### src/rtl/mips_pkg.sv
// Shared types and constants for the MIPS HI/LO multiply controller.
package mips_pkg;

  localparam int MULT_LATENCY = 4;

  typedef enum logic [2:0] {
    OP_MULT  = 3'd0,
    OP_MULTU = 3'd1,
    OP_MFHI  = 3'd2,
    OP_MFLO  = 3'd3,
    OP_MTHI  = 3'd4,
    OP_MTLO  = 3'd5
  } mult_op_t;

  typedef enum logic [1:0] {
    ST_IDLE   = 2'd0,
    ST_ACTIVE = 2'd1,
    ST_DRAIN  = 2'd2
  } mult_state_t;

  function automatic logic op_is_mul(input mult_op_t op);
    return (op == OP_MULT) || (op == OP_MULTU);
  endfunction

  // HI/LO moves must wait for every in-flight product to retire.
  function automatic logic op_is_move(input mult_op_t op);
    return (op == OP_MFHI) || (op == OP_MFLO) || (op == OP_MTHI) || (op == OP_MTLO);
  endfunction

  // Magnitude of a 32-bit two's-complement value; 0x80000000 stays 0x80000000,
  // which the unsigned multiplier reads as 2^31.
  function automatic logic [31:0] mag32(input logic [31:0] v);
    return v[31] ? (~v + 32'd1) : v;
  endfunction

endpackage

### src/rtl/mips_mult_sign_q.sv
// Result-sign shift queue: one bit enters per cycle and leaves DEPTH cycles
// later, lining up with the matching product at the multiplier output.
module mips_mult_sign_q #(
  parameter int DEPTH = 4
) (
  input  logic clk,
  input  logic rst,
  input  logic push_sign,
  output logic pop_sign
);

  logic [DEPTH-1:0] sq_q, sq_d;

  // Shift by one stage every cycle; idle cycles push 0.
  always_comb begin
    sq_d    = sq_q;
    sq_d[0] = push_sign;
    for (int i = 1; i < DEPTH; i++) sq_d[i] = sq_q[i-1];
  end

  // Queue register, cleared with the multiplier it shadows.
  always_ff @(posedge clk) begin
    if (rst) sq_q <= '0;
    else     sq_q <= sq_d;
  end

  assign pop_sign = sq_q[DEPTH-1];

endmodule

### src/rtl/mips_mult_ctrl.sv
// MIPS multiply/HI-LO controller in front of a LATENCY-stage pipelined multiplier.
// Optional: MIPS_MULT_SIGNED_EN makes MULT signed (magnitude issue + sign queue).
module mips_mult_ctrl
  import mips_pkg::*;
#(
  parameter int LATENCY = MULT_LATENCY
) (
  input  logic        clk,
  input  logic        rst,
  input  logic        req_valid,
  input  mult_op_t    req_op,
  input  logic [31:0] req_a,
  input  logic [31:0] req_b,
  output logic        req_ready,
  output logic        rd_valid,
  output logic [31:0] rd_data,
  output logic        mul_start,
  output logic [31:0] mul_src_a,
  output logic [31:0] mul_src_b,
  input  logic        mul_done,
  input  logic [31:0] mul_lower,
  input  logic [31:0] mul_higher,
  output logic [31:0] hi,
  output logic [31:0] lo,
  output logic        busy,
  output logic        err
);

  localparam logic [3:0] LAT4 = 4'(LATENCY);

  mult_state_t state_q, state_d;
  logic [3:0]  inflight_q, inflight_d;
  logic [31:0] hi_q, hi_d, lo_q, lo_d;
  logic [31:0] rd_data_q, rd_data_d;
  logic        rd_valid_q, rd_valid_d;
  logic        err_q, err_d;

  logic        is_mul, is_move, accept, full, issue, overflow;
  logic        done_ok, spurious;
  logic [63:0] prod;

  assign is_mul  = op_is_mul(req_op);
  assign is_move = op_is_move(req_op);

  // Handshake: multiplies stream unless draining; moves wait for an empty pipe.
  // Unrecognised opcodes are accepted and dropped so the stage never locks up.
  always_comb begin
    req_ready = 1'b1;
    if (is_mul)       req_ready = (state_q != ST_DRAIN);
    else if (is_move) req_ready = (inflight_q == 4'd0) && !mul_done;
  end

  assign accept   = req_valid && req_ready;
  // A retire in the same cycle frees a slot, so only a stall-free full pipe blocks.
  assign full     = (inflight_q == LAT4) && !mul_done;
  assign issue    = accept && is_mul && !full;
  assign overflow = accept && is_mul && full;
  assign done_ok  = mul_done && (inflight_q != 4'd0);
  assign spurious = mul_done && (inflight_q == 4'd0);

  assign mul_start = issue;

`ifdef MIPS_MULT_SIGNED_EN
  logic signed_op, push_sign, pop_sign;

  assign signed_op = (req_op == OP_MULT);
  assign mul_src_a = signed_op ? mag32(req_a) : req_a;
  assign mul_src_b = signed_op ? mag32(req_b) : req_b;
  assign push_sign = issue && signed_op && (req_a[31] ^ req_b[31]);

  mips_mult_sign_q #(.DEPTH(LATENCY)) u_sign_q (
    .clk       (clk),
    .rst       (rst),
    .push_sign (push_sign),
    .pop_sign  (pop_sign)
  );

  // Restore the sign of the retiring product.
  always_comb begin
    prod = {mul_higher, mul_lower};
    if (pop_sign) prod = ~prod + 64'd1;
  end
`else
  assign mul_src_a = req_a;
  assign mul_src_b = req_b;

  // MULT and MULTU share the unsigned product.
  always_comb begin
    prod = {mul_higher, mul_lower};
  end
`endif

  // In-flight count, HI/LO, move results and sticky error.
  always_comb begin
    inflight_d = inflight_q;
    hi_d       = hi_q;
    lo_d       = lo_q;
    rd_valid_d = 1'b0;
    rd_data_d  = rd_data_q;
    err_d      = err_q | spurious | overflow;

    case ({issue, done_ok})
      2'b10:   inflight_d = inflight_q + 4'd1;
      2'b01:   inflight_d = inflight_q - 4'd1;
      default: inflight_d = inflight_q;
    endcase

    if (done_ok) begin
      hi_d = prod[63:32];
      lo_d = prod[31:0];
    end else if (accept && (req_op == OP_MTHI)) begin
      hi_d = req_a;
    end else if (accept && (req_op == OP_MTLO)) begin
      lo_d = req_a;
    end

    if (accept && (req_op == OP_MFHI)) begin
      rd_valid_d = 1'b1;
      rd_data_d  = hi_q;
    end else if (accept && (req_op == OP_MFLO)) begin
      rd_valid_d = 1'b1;
      rd_data_d  = lo_q;
    end
  end

  // Next-state logic: DRAIN blocks new multiplies until a pending move can go.
  always_comb begin
    state_d = state_q;
    case (state_q)
      ST_IDLE:   if (issue) state_d = ST_ACTIVE;
      ST_ACTIVE: begin
        if (inflight_d == 4'd0)          state_d = ST_IDLE;
        else if (req_valid && is_move)   state_d = ST_DRAIN;
      end
      ST_DRAIN:  if (inflight_d == 4'd0) state_d = ST_IDLE;
      default:   state_d = ST_IDLE;
    endcase
  end

  // State registers with synchronous reset.
  always_ff @(posedge clk) begin
    if (rst) begin
      state_q    <= ST_IDLE;
      inflight_q <= 4'd0;
      hi_q       <= 32'd0;
      lo_q       <= 32'd0;
      rd_valid_q <= 1'b0;
      rd_data_q  <= 32'd0;
      err_q      <= 1'b0;
    end else begin
      state_q    <= state_d;
      inflight_q <= inflight_d;
      hi_q       <= hi_d;
      lo_q       <= lo_d;
      rd_valid_q <= rd_valid_d;
      rd_data_q  <= rd_data_d;
      err_q      <= err_d;
    end
  end

  assign hi       = hi_q;
  assign lo       = lo_q;
  assign rd_valid = rd_valid_q;
  assign rd_data  = rd_data_q;
  assign err      = err_q;
  assign busy     = (inflight_q != 4'd0);

endmodule

### config.mk
export PLATFORM = sky130hd
export DESIGN_NAME = mips_mult_ctrl
export DESIGN_NICKNAME = d
export VERILOG_FILES = /design/src/rtl/mips_pkg.sv /design/src/rtl/mips_mult_sign_q.sv /design/src/rtl/mips_mult_ctrl.sv
export SDC_FILE = /design/constraint.sdc
export NUM_CORES = 1
export LEC_CHECK = 0
export CAP_MARGIN = 20
export CORE_ASPECT_RATIO = 1.4
export CORE_UTILIZATION = 36
export DETAILED_ROUTE_END_ITERATION = 10
export PLACE_DENSITY = 0.89
export SLEW_MARGIN = 20
export SYNTH_ARGS = -nofsm -noshare
export SYNTH_HDL_FRONTEND = slang
export SYNTH_SLANG_ARGS = --single-unit
### constraint.sdc
create_clock -name clk -period 2.95 [get_ports clk]
set_input_delay 0.7375 -clock clk [delete_from_list [all_inputs] [get_ports clk]]
set_output_delay 0.7375 -clock clk [all_outputs]
set_load 0.02 [all_outputs]
; ---- After elaboration in Yosys (flattened, before gate mapping)
; Index checks and enable logic that the tools add are counted.
[op_classes]
n_reduce_logical = 29
bitwise_logic = 2
eq_ne = 15
n_mux = 17
add_sub_neg = 2
[ops]
columns = op, n
row1 = 2-to-1 mux 32 bit, 7
row2 = logical AND 1 bit, 13
row3 = zero test 4 bit, 2
row4 = 2-to-1 mux 2 bit, 4
row5 = "inequality test 2 bit, second input constant", 4
row6 = one-hot mux 4 bit (2 select lines), 1
row7 = "== test 3 x 2 -> 1 bit, second input constant", 2
row8 = "== test 3 bit, second input constant", 2
row9 = one-hot mux 2 bit (3 select lines), 1
row10 = nonzero test 2 bit, 3
row11 = "adder 4 x 1 -> 4 bit, second input constant", 1
row12 = "== test 2 x 1 -> 1 bit, second input constant", 2
row13 = "== test 2 bit, second input constant", 2
row14 = "== test 4 x 3 -> 1 bit, second input constant", 1
row15 = logical OR 1 bit, 4
row16 = 2-to-1 mux 1 bit, 4
row17 = nonzero test 4 bit, 1
row18 = "subtractor 4 x 1 -> 4 bit, second input constant", 1
row19 = "== test 3 x 1 -> 1 bit, second input constant", 1
row20 = zero test 3 bit, 1
row21 = "inequality test 3 bit, second input constant", 1
row22 = AND reduction 3 bit, 1
row23 = zero test 1 bit, 2
row24 = zero test 2 bit, 1
row25 = 2 further kinds, 3
[word_totals]
output_inout_bits = 165
wordCells = 72
in_bits = 135
register_bits = 104

; ---- Depth between registers and ports, before layout
; Gate-level depths: netlist of run 1.
[logic_depth]
ltp_word = 14
depth_mapped = 13
mapped_depth_nobuf = 12

; ---- Least setup slack after synthesis of run 1
; OpenSTA, ideal clock, no wires.
[synth_path]
path_kind = register -> register
from = reg inflight_q[1]
to = reg state_q[1]
setup_slack_ns = 0.096
stages_incl_launch_ff = 14
arrival_ns = 2.759
path_cell_list = dfxtp_1 > buf_6 > or4_4 > nand2_1 > inv_1 > clkbuf_1 > ha_1 > xor2_1 > ha_1 > a21oi_1 > mux2i_1 > xnor2_1 > nor2_1 > a221oi_1
[synth_via]
word_cells_on_any_way = 24
cone_classes = 2 x add/sub / 6 x eq/ne / 5 x mux / 11 x reduce/logical
[synth_lines]
columns = item, line
row1 = from (decl), mips_mult_ctrl.sv:32  ; logic [3:0] inflight_q, inflight_d;
row2 = from (signal assigned), mips_mult_ctrl.sv:152  ; inflight_q <= inflight_d;
row3 = nonzero test 4 bit (*), -
row4 = via busy, mips_mult_ctrl.sv:25  ; output logic busy,
row5 = logical AND 1 bit (*), mips_mult_ctrl.sv:58  ; assign done_ok = mul_done && (inflight_q != 4'd0);
row6 = == test 2 x 1 -> 1 bit or == test 2 bit (tied branches), mips_mult_ctrl.sv:102  ; case ({issue, done_ok})
row7 = one-hot mux 4 bit (2 select lines) (*), mips_mult_ctrl.sv:102
row8 = zero test 4 bit (*), "mips_mult_ctrl.sv:132, mips_mult_ctrl.sv:135"
row9 = "inequality test 3 bit (no source line), or another cell as far along", -
row10 = AND reduction 3 bit (no source line) or one-hot mux 2 bit (3 select lines) (tied branches), -
row11 = to (signal assigned), mips_mult_ctrl.sv:151  ; state_q <= state_d;
row12 = to (decl), mips_mult_ctrl.sv:31  ; mult_state_t state_q, state_d;
; The timed path passes the listed nets; every way through them passes the cells marked *.
; A chain may end at the register's enable or synchronous reset.

; ---- Worst setup path after layout of run 1
[layout_path]
from = in req_op[1]
to = reg state_q[0]
[layout_via]
elab_chain_cells = 14
word_cells_on_any_way = 26
cone_classes = 10 x eq/ne / 5 x mux / 11 x reduce/logical
[layout_lines]
columns = item, line
row1 = from (decl), mips_mult_ctrl.sv:11  ; input mult_op_t req_op,
row2 = == test 3 x 2 -> 1 bit, mips_pkg.sv:27  ; return (op == OP_MFHI) || (op == OP_MFLO) || (op == OP_MTHI) || (op == OP_MTLO);
row3 = logical OR 1 bit (3 in a row), mips_pkg.sv:27
row4 = 2-to-1 mux 1 bit, mips_mult_ctrl.sv:50  ; else if (is_move) req_ready = (inflight_q == 4'd0) && !mul_done;
row5 = 2-to-1 mux 1 bit, mips_mult_ctrl.sv:49  ; if (is_mul) req_ready = (state_q != ST_DRAIN);
row6 = logical AND 1 bit, mips_mult_ctrl.sv:53  ; assign accept = req_valid && req_ready;
row7 = logical AND 1 bit (2 in a row), mips_mult_ctrl.sv:56  ; assign issue = accept && is_mul && !full;
row8 = == test 2 x 1 -> 1 bit or == test 2 bit (tied branches), mips_mult_ctrl.sv:102
row9 = one-hot mux 4 bit (2 select lines), mips_mult_ctrl.sv:102
row10 = zero test 4 bit, "mips_mult_ctrl.sv:132, mips_mult_ctrl.sv:135"
row11 = "inequality test 3 bit (no source line), or another cell as far along", -
row12 = AND reduction 3 bit (no source line) or one-hot mux 2 bit (3 select lines) (tied branches), -
; Parallel ways exist; a longest one is shown, timed or not.

==> results of run 1 <==
[worst reg2reg max path: stages (launching register included)]
cell and delay, ns:
dfxtp_1 0.40, or4_4 0.61, nand2_2 0.11, inv_2 0.05, buf_4 0.14, ha_4 0.17, nor4bb_2 0.28, a21oi_1 0.07
o31ai_1 0.27, xnor2_1 0.15, a221oi_1 0.28
[what timing repair did]
| item | CTS | global route |
|---|---|---|
| setup buffers | 1 | 0 |
| pin swaps | 1 | 5 |
| hold buffers | 0 | 0 |
| gates resized for setup | 9 | 8 |
| endpoints found under the setup margin | 4 | 5 |
[layout make-up]
type                            instances  area [um^2]
Multi-Input combinational cell        408         2720
Inverter                                6         22.5
Tap cell                              192          240
Timing Repair Buffer                  260         2640
Clock inverter                          6         75.1
Sequential cell                       104         2080
Clock buffer                           10          229
Fill cell                            1341         7040
[metal layers]
layer | global-route usage | up-vias | share of wire
met5 | 0 | - | 0
met4 | 0.0918 | 0 | 0.024
met3 | 0.0341 | 40 | 0.055
met2 | 0.392 | 212 | 0.54
met1 | 0.226 | 2470 | 0.38
li1 | - | 2463 | -
[per-stage QoR]
| step | hold slack, ns | power (mW) | instance area [um^2] |
|---|---|---|---|
| after floorplan | 0.499 | 4.47 | 5580 |
| after global placement | 0.464 | 5.77 | 7660 |
| after detailed placement | 0.464 | 5.87 | 7660 |
| after CTS | 0.482 | 7.14 | 7980 |
| after global routing | 0.511 | 7.54 | 8010 |
| final | 0.475 | 7.12 | 8010 |
[power by group through the flow]
stage / registers [mW] / clock network (mW) / logic (mW)
final: 2.23 / 1.23 / 3.66
after global routing: 2.28 / 1.31 / 3.95
after CTS: 2.22 / 1.27 / 3.64
after detailed placement: 2.25 / 0 / 3.62
after global placement: 2.23 / 0 / 3.54
after floorplan: 2.67 / 0 / 1.79
[cells by family (layout without fill, tap and decap cells)]
logic type | count (synthesis) | in the layout
AOI/OAI and AO/OA | 173 | 173
xor gates and xnor gates | 4 | 4
adders and majority gates | 4 | 4
buffers and inverters | 124 | 282
DFF | 104 | 104
muxes | 34 | 34
and+or+nand+nor | 193 | 193
[flip-flops by register name, summed over array words and instances (netlist names)]
register    cells
inflight_q      4
rd_valid        1
lo             32
state_q         2
err             1
hi             32
rd_data        32
[cell usage in the layout (no fill, tap or decap), types with 2 or more instances in the layout]
cell,instances
nand2b_1,2
nand2_1,67
xor2_1,2
buf_4,17
xnor2_1,2
and3b_1,2
buf_12,9
ha_4,2
nor2b_1,5
clkbuf_16,9
a211oi_2,59
nor2_1,104
a211oi_1,38
dlygate4sd2_1,2
inv_6,2
dfxtp_1,104
ha_2,2
inv_1,4
buf_2,2
nor3_1,2
a21oi_1,66
mux2i_1,34
inv_2,2
clkdlybuf4s50_1,229
[worst max path at each step]
stage / from / endpoint / slack (ns) / depth (start not counted)
global placement: req_op[1] / req_ready / -0.43 / 6
global route: req_op[1] / state_q[1]$_SDFFE_PP0P_ / 0.07 / 12
finish: req_op[1] / state_q[0]$_SDFFE_PP0P_ / 0.21 / 14
detailed placement: req_op[1] / state_q[1]$_SDFFE_PP0P_ / -0.51 / 13
floorplan: inflight_q[1]$_SDFF_PP0_ / state_q[1]$_SDFFE_PP0P_ / 0.1 / 13
CTS: req_op[2] / state_q[0]$_SDFFE_PP0P_ / 0.007 / 14
==> qor.txt, run 1 <==
synthesis-to-finish area growth: 43.6%
row count: 53
min Tclk post-route: 2.74 ns
most used cell, CP: ha_2
vias post-DR: 5,185
status: finished, final reports clean
Critical R2R Launch: inflight_q[1]$_SDFF_PP0_
Slowest-stage cell, CP: dlygate4sd2_1
kind of critical path: input pin to flop
Die X: 107 um
cell count of the worst hold path: 2
max incr delay on CP: 0.27 ns
CP endpoint kind: flop
final WL: 17,100 um
f_max: 365 MHz
pre-CTS WS: -0.508 ns
Cell variety after synth: 38
n_diodes: 0
CORE AREA: 15,100 um^2
Reg2Reg Setup Slack: 0.33 ns
Cells after Synth: 636
H-tree lvl count: 3
Yosys reg bits: 104
Clock Latency Late Sink: 0.34 ns
Top Ports: 300
CTS tree: yes
Slew @ Worst Pin: 0.858 ns
sequential fraction of the synthesis area: 0.373
largest net degree at the start of global routing: 65
DRT Pass-1 Iters: 5
share of layout cells above drive strength 1: 0.146
largest family of logic cells by synthesized area: compound AO/OA/AOI/OAI gates
Initial Utilization: 0.371
top cell type's share of synthesized area: 0.373
leading area contributor after synthesis: dfxtp_1
Area contributors post-synth: dfxtp_1 (37%), a211oi_2 (13%), buf_4 (9.2%)
final setup skew: 0.0121 ns
Gate power share: 0.514
DP Wirelength: 12,200 um
Nets: 928
Hold Path Sink: hi[19]$_SDFFE_PP0P_
CTS Buf Count: 9
vias per cell: 5.26
first-iteration detailed-routing DRC count: 214
RSZ-0062 raised after global routing: false
worst setup margin: 0.210 ns
CTS Root Buffer Type: clkbuf_16
Syn Area/Cell: 8.77 um^2
post-synthesis mux area share: 0.0610
Clock power frac: 0.173
Worst EP required: 3.16 ns
reg2reg path depth: 10
sw frac: 0.407
internal power: 4.23 mW
Worst Setup Start Kind: input pin
CP Buf/Inv Count: 3
GP Congestion: 0.836
sequential share of power: 0.313
Placed Instances: 969
max-cap violation count: 0
clock tree buffer depth: 2
chip height: 149 um
max_slew headroom: 0.428
Post-synth top cells: dfxtp_1 (104), nor2_1 (104), buf_4 (68), nand2_1 (68), a21oi_1 (67)
pwr dens: 889 nW/um^2
fin crit share: 0.929
number of global-route vias before repair: 5,125
Worst VDD drop: 1.18 mV
setup TNS: 0 ns
first-pass GRT wire length: 26,000 um
Syn Std Cell Area: 5580 um^2
crit-path max FO: 4
Worst R2R End: state_q[1]$_SDFFE_PP0P_
Syn Nets: 775
remaining global-route overflow: 0
CTS Sinks: 104
Setup-failing EPs final: 0
fin. max-slew vios: 0
Synth Area in XOR/XNOR: 0.00628
post-synthesis compound-gate area fraction: 0.260
Die ar.: 16,000 um^2
LEAKAGE: 2.86 nW
cells along the critical path: dlygate4sd2_1 > inv_1 > ha_4 > nand3_1 > a31o_2 > ha_2 > xor2_1 > ha_2 > a21oi_2 > mux2i_1 > xnor2_1 > buf_4 > o21bai_1 > o211ai_1
HP Start: hi[19]$_SDFFE_PP0P_
Post-Synth Simple-Gate Area: 0.143
Critical Path AT: 2.95 ns
WL/cell: 17.3 um
Synth Flop Type: dfxtp_1
post-layout util: 0.532
I/O Buffers: 235
Reg clk slew, reported paths: 0.07 ns
Cell Count, Final, Fillers Out: 986
synth warn: 0
Overall Global Routing Usage: 0.208
Adder-Cell Fraction of Synth Area: 0.00897
Post-synth EDFFs: 0
path type of the worst min-delay path: flop to flop
residual DRC count: 0
Antenna Violating Nets Remaining: 0
Post-synth ARST share: 0
CP top delay family: compound AO/OA/AOI/OAI gates
initial antenna violation count: 0
Final Hold Fails: 0
Net Sw Power: 2.90 mW
Power figures use the tool's default switching activity.
==> run 2: changes to the inputs <==
--- a/config.mk
+++ b/config.mk
@@ -6,10 +6,12 @@
 export NUM_CORES = 1
 export LEC_CHECK = 0
 export CAP_MARGIN = 20
+export CELL_PAD_IN_SITES_DETAIL_PLACEMENT = 1
+export CELL_PAD_IN_SITES_GLOBAL_PLACEMENT = 1
 export CORE_ASPECT_RATIO = 1.4
-export CORE_UTILIZATION = 36
+export CORE_UTILIZATION = 25
 export DETAILED_ROUTE_END_ITERATION = 10
-export PLACE_DENSITY = 0.89
+export PLACE_DENSITY = 0.88
 export SLEW_MARGIN = 20
 export SYNTH_ARGS = -nofsm -noshare
 export SYNTH_HDL_FRONTEND = slang
==> qor.txt, run 2 (synthesized netlist as in run 1, its figures left out) <==
share of layout cells above drive strength 1: 0.152 (+0.00553)
internal power: 4.25 mW (+0.64%)
Die ar.: 22,900 um^2 (+43%)
n_diodes: 0 (unchanged)
chip height: 179 um (+20%)
RSZ-0062 raised after global routing: false
clock tree buffer depth: 2 (unchanged)
path type of the worst min-delay path: flop to flop
Fillers: 2,514 (+87%)
I/O Buffers: 235 (unchanged)
Critical Path AT: 3.01 ns (+0.06 ns)
Antenna Violating Nets Remaining: 0 (unchanged)
WL/cell: 18.1 um (+4.4%)
initial antenna violation count: 0 (unchanged)
Worst EP required: 3.17 ns (about the same)
Reg2Reg Setup Slack: 0.23 ns (-0.10 ns)
Clock Latency Late Sink: 0.36 ns (+0.02 ns)
vias post-DR: 5,198 (+0.25%)
Post-CTS Hold Buffers: 0 (unchanged)
Setup-failing EPs final: 0 (unchanged)
vias per cell: 4.75 (-9.7%)
Final Hold Fails: 0 (unchanged)
max_slew headroom: 0.410 (-0.0181)
status: finished, final reports clean
Nets: 932 (+0.43%)
fin crit share: 0.947 (+0.0186)
CP endpoint kind: flop
final instance area: 8200 um^2 (+2.3%)
pwr dens: 887 nW/um^2 (-0.22%)
final setup skew: 0.0125 ns (+0.000411 ns)
kind of critical path: input pin to flop
remaining global-route overflow: 0 (unchanged)
CTS Sinks: 104 (unchanged)
first-pass GRT wire length: 29,800 um (+15%)
crit-path max FO: 3 (-1)
most frequent cells in the layout: clkdlybuf4s50_1 (229), nor2_1 (104), dfxtp_1 (104)
Placed Area: 7850 um^2 (+2.4%)
grt met1 use: 0.179 (-0.0463)
met2 Resource Use GR: 0.328 (-0.0638)
LEAKAGE: 2.90 nW (+1.5%)
met3 Resource Use GR: 0.0215 (-0.0126)
first-iteration detailed-routing DRC count: 166 (-22%)
Clock power frac: 0.178 (+0.005)
largest net degree at the start of global routing: 65 (unchanged)
CTS Buf Count: 9 (unchanged)
Placed Instances: 1,078 (+11%)
Overall Global Routing Usage: 0.169 (-0.0391)
sw frac: 0.415 (+0.00839)
DP Wirelength: 14,400 um (+18%)
layer with the highest usage: met2
H-tree lvl count: 3 (unchanged)
Hold Slack: 0.473 ns (-0.00170 ns)
residual DRC count: 0 (unchanged)
DRT Pass-1 Iters: 4 (-1)
sequential share of power: 0.306 (-0.007)
final WL: 19,800 um (+16%)
CTS Root Buffer Type: clkbuf_16
most common cell after layout, fill and taps aside: clkdlybuf4s50_1
number of global-route vias before repair: 5,581 (+8.9%)
synthesis-to-finish area growth: 46.9%
fin. max-slew vios: 0 (unchanged)
GP Congestion: 0.790 (-5.5%)
Worst Setup Start Kind: input pin
Worst VDD drop: 0.974 mV (-17%)
CORE AREA: 21,900 um^2 (+45%)
Reg clk slew, reported paths: 0.08 ns (about the same)
Die X: 128 um (+20%)
Top Ports: 300 (unchanged)
min Tclk post-route: 2.79 ns (+0.0548 ns)
Gate power share: 0.516 (+0.002)
Initial Utilization: 0.255 (-0.115)
row count: 64 (+21%)
Cell Count, Final, Fillers Out: 1,095 (+11%)
f_max: 358 MHz (-2.0%)
max-cap violation count: 0 (unchanged)
Slew @ Worst Pin: 0.886 ns (+0.0272 ns)
CTS tree: yes
Net Sw Power: 3.02 mW (+4.2%)
==> run 2: layer usage <==
layer | routed length (um) | part of all wire | up-vias
li1 | - | - | 2471
met1 | 7520 | 0.38 | 2521
met2 | 11000 | 0.55 | 157
met3 | 751 | 0.038 | 49
met4 | 579 | 0.029 | 0
met5 | 0 | 0 | -
==> run 2: cell type report <==
type                    count  area [um^2]  share of cell area
clock inverters             6         72.6             0.00885
flip-flops and latches    104         2080               0.254
repair buffers            264         2700               0.329
well taps                 297          372              0.0453
clock buffers              10          239              0.0292
multi-input cells         408         2710               0.331
inverters                   6         22.5             0.00275
==> run 2: worst paths after layout <==
kind	from	end	cells past startpoint
worst max register to register	inflight_q[0]$_SDFF_PP0_	state_q[0]$_SDFFE_PP0P_	12
worst min-delay path	hi[10]$_SDFFE_PP0P_	hi[10]$_SDFFE_PP0P_	2
worst min register to register	hi[10]$_SDFFE_PP0P_	hi[10]$_SDFFE_PP0P_	2
worst max-delay path	req_valid	state_q[0]$_SDFFE_PP0P_	12
==> run 2: through the flow <==
| stage | util | power (mW) | setup TNS, ns | setup slack, ns |
|---|---|---|---|---|
| final | 0.375 | 7.27 | 0 | 0.156 |
| after floorplan | - | 4.47 | 0 | 0.0961 |
| after global placement | 0.359 | 5.84 | -7.76 | -0.413 |
| after CTS | 0.375 | 7.36 | 0 | 0.0120 |
| after detailed placement | 0.359 | 5.99 | -13.34 | -0.557 |
| after global routing | 0.375 | 7.70 | 0 | 0.0210 |
==> run 2: what timing repair did <==
item	4_1_cts	5_1_grt
endpoints found under the hold margin	0	0
cloned	0	0
pin swaps	3	3
endpoints found under the setup margin	5	3
resized for setup	15	4
buffers inserted	1	0
==> run 2: worst max-delay path, stage by stage <==
cell and delay [ns]:
clkdlybuf4s50_1 0.50, nand3_1 0.10, a31o_2 0.25, ha_2 0.20
xor2_1 0.14, ha_1 0.19, a21oi_2 0.11, mux2i_1 0.24
xnor2_1 0.11, buf_4 0.15, o21bai_1 0.14, o211ai_1 0.12
==> run 2: power by group through the flow <==
stage / Sequential [mW] / Clock (mW) / Combinational, mW
4_1_cts: 2.23 / 1.35 / 3.78
2_1_floorplan: 2.67 / 0 / 1.79
5_1_grt: 2.29 / 1.39 / 4.02
3_3_place_gp: 2.23 / 0 / 3.61
3_5_place_dp: 2.26 / 0 / 3.73
6_report: 2.23 / 1.29 / 3.75
==> run 3: changes to the inputs <==
--- a/config.mk
+++ b/config.mk
@@ -12,6 +12,7 @@
 export CORE_UTILIZATION = 25
 export DETAILED_ROUTE_END_ITERATION = 10
 export PLACE_DENSITY = 0.88
+export REMOVE_ABC_BUFFERS = 1
 export SLEW_MARGIN = 20
 export SYNTH_ARGS = -nofsm -noshare
 export SYNTH_HDL_FRONTEND = slang
==> qor.txt, run 3 (synthesized netlist as in run 1, its figures left out) <==
status: finished, final reports clean
chip height: 179 um (unchanged)
Clock Latency Late Sink: 0.35 ns (about the same)
Fillers: 2,503 (-0.44%)
synthesis-to-finish area growth: 46.6%
CP Buf/Inv Count: 2 (unchanged)
share of layout cells above drive strength 1: 0.155 (+0.00337)
setup TNS: 0 ns (unchanged)
n_diodes: 0 (unchanged)
max incr delay on CP: 0.51 ns (about the same)
DRT Pass-1 Iters: 4 (unchanged)
Setup-failing EPs final: 0 (unchanged)
Slew @ Worst Pin: 0.792 ns (-0.0934 ns)
fin. max-slew vios: 0 (unchanged)
RSZ-0062 raised after global routing: false
Post-CTS Hold Buffers: 0 (unchanged)
row count: 64 (unchanged)
LEAKAGE: 2.90 nW (about the same)
f_max: 355 MHz (-0.68%)
post-layout util: 0.374 (-0.000687)
Worst EP required: 3.18 ns (about the same)
Reg clk slew, reported paths: 0.08 ns (about the same)
max_slew headroom: 0.472 (+0.0623)
path type of the worst min-delay path: flop to flop
internal power: 4.20 mW (-1.2%)
vias per cell: 4.82 (+1.5%)
Worst Setup Start Kind: input pin
sw frac: 0.416 (+0.000774)
final setup skew: 0.0175 ns (+0.00496 ns)
vias post-DR: 5,285 (+1.7%)
Clock power frac: 0.171 (-0.007)
pre-CTS WS: -0.525 ns (+0.0323 ns)
Top Ports: 300 (unchanged)
CTS Root Buffer Type: clkbuf_16
Initial Utilization: 0.255 (unchanged)
most frequent cells in the layout: clkdlybuf4s50_1 (229), nor2_1 (104), dfxtp_1 (104)
cells along the critical path: clkdlybuf4s50_1 > nand3_2 > a31o_4 > ha_2 > xor2_1 > ha_2 > a21oi_2 > mux2i_1 > xnor2_1 > buf_4 > o21bai_1 > o211ai_1
CP endpoint kind: flop
min Tclk post-route: 2.81 ns (+0.0192 ns)
Nets: 935 (+0.32%)
worst setup margin: 0.137 ns (-0.0192 ns)
CORE AREA: 21,900 um^2 (unchanged)
Die ar.: 22,900 um^2 (unchanged)
CTS Buf Count: 9 (unchanged)
crit-path max FO: 4 (+1)
CP top delay family: buffers and inverters
Reg2Reg Setup Slack: 0.20 ns (-0.03 ns)
CTS Sinks: 104 (unchanged)
fin crit share: 0.954 (+0.00651)
most used cell, CP: ha_2
Slowest-stage cell, CP: clkdlybuf4s50_1
remaining global-route overflow: 0 (unchanged)
largest net degree at the start of global routing: 65 (unchanged)
final WL: 21,800 um (+10%)
first-iteration detailed-routing DRC count: 175 (+5.4%)
Gate power share: 0.519 (+0.003)
kind of critical path: input pin to flop
first-pass GRT wire length: 31,800 um (+6.6%)
Final Hold Fails: 0 (unchanged)
Net Sw Power: 2.99 mW (-0.87%)
most common cell after layout, fill and taps aside: clkdlybuf4s50_1
clock tree buffer depth: 2 (unchanged)
initial antenna violation count: 0 (unchanged)
Critical Path AT: 3.04 ns (+0.03 ns)
number of global-route vias before repair: 5,507 (-1.3%)
GP Congestion: 0.768 (-2.7%)
Worst VDD drop: 0.394 mV (-59%)
CTS tree: yes
DP Wirelength: 15,900 um (+10%)
WL/cell: 19.9 um (+9.8%)
sequential share of power: 0.310 (+0.004)
Overall Global Routing Usage: 0.186 (+0.0164)
max-cap violation count: 0 (unchanged)
Antenna Violating Nets Remaining: 0 (unchanged)
pwr dens: 879 nW/um^2 (-0.87%)
residual DRC count: 0 (unchanged)
I/O Buffers: 235 (unchanged)
H-tree lvl count: 3 (unchanged)
Hold Slack: 0.471 ns (-0.00204 ns)
Die X: 128 um (unchanged)
[run 3: power groups by stage]
stage / clock network, mW / registers [mW] / logic [mW]
after floorplan: 0 / 2.68 / 1.56
after global placement: 0 / 2.23 / 3.61
after detailed placement: 0 / 2.26 / 3.72
after CTS: 1.27 / 2.24 / 3.74
after global routing: 1.32 / 2.29 / 4.01
final: 1.23 / 2.23 / 3.73
[run 3: path summary, 6_finish.rpt]
check,end,cells past startpoint,start
max,state_q[0]$_SDFFE_PP0P_,12,req_valid
min,err$_SDFF_PP0_,2,err$_SDFF_PP0_
max reg2reg,state_q[0]$_SDFFE_PP0P_,12,inflight_q[1]$_SDFF_PP0_
min reg2reg,err$_SDFF_PP0_,2,err$_SDFF_PP0_
[run 3: through the flow]
step | area (um^2) | total power [mW] | instances
2_1_floorplan | 4780 | 4.25 | 518
3_3_place_gp | 7820 | 5.85 | 1079
6_report | 8180 | 7.19 | 1097
4_1_cts | 8130 | 7.24 | 1094
5_1_grt | 8180 | 7.62 | 1097
3_5_place_dp | 7820 | 5.98 | 1079
[run 3: layer usage]
metal  GRT usage  share of wire
met1       0.208           0.40
met2       0.321           0.50
met3      0.0716          0.081
met4      0.0510          0.016
met5      0.0294         0.0037
[run 3: worst min-delay path: cells and delay by family, from the launching register on]
kind / cells / cell delay, ns
DFF: 1 / 0.33
and+or+nand+nor: 1 / 0.07
AOI/OAI and AO/OA: 1 / 0.04
[run 3: final cells by class]
cell class              instances  area, um^2  share of cell area
flip-flops and latches        104        2080               0.254
clock inverters                 6        68.8             0.00841
repair buffers                267        2690               0.329
inverters                       6        22.5             0.00275
clock buffers                   9         225              0.0275
well taps                     297         372              0.0454
multi-input cells             408        2720               0.333
[run 3: repair_timing]
item,4_1_cts,5_1_grt
gates resized for setup,11,5
pin swaps,2,6
endpoints found under the setup margin,4,4
buffers inserted,0,3
gates cloned,0,0
hold endpoints to repair,0,0
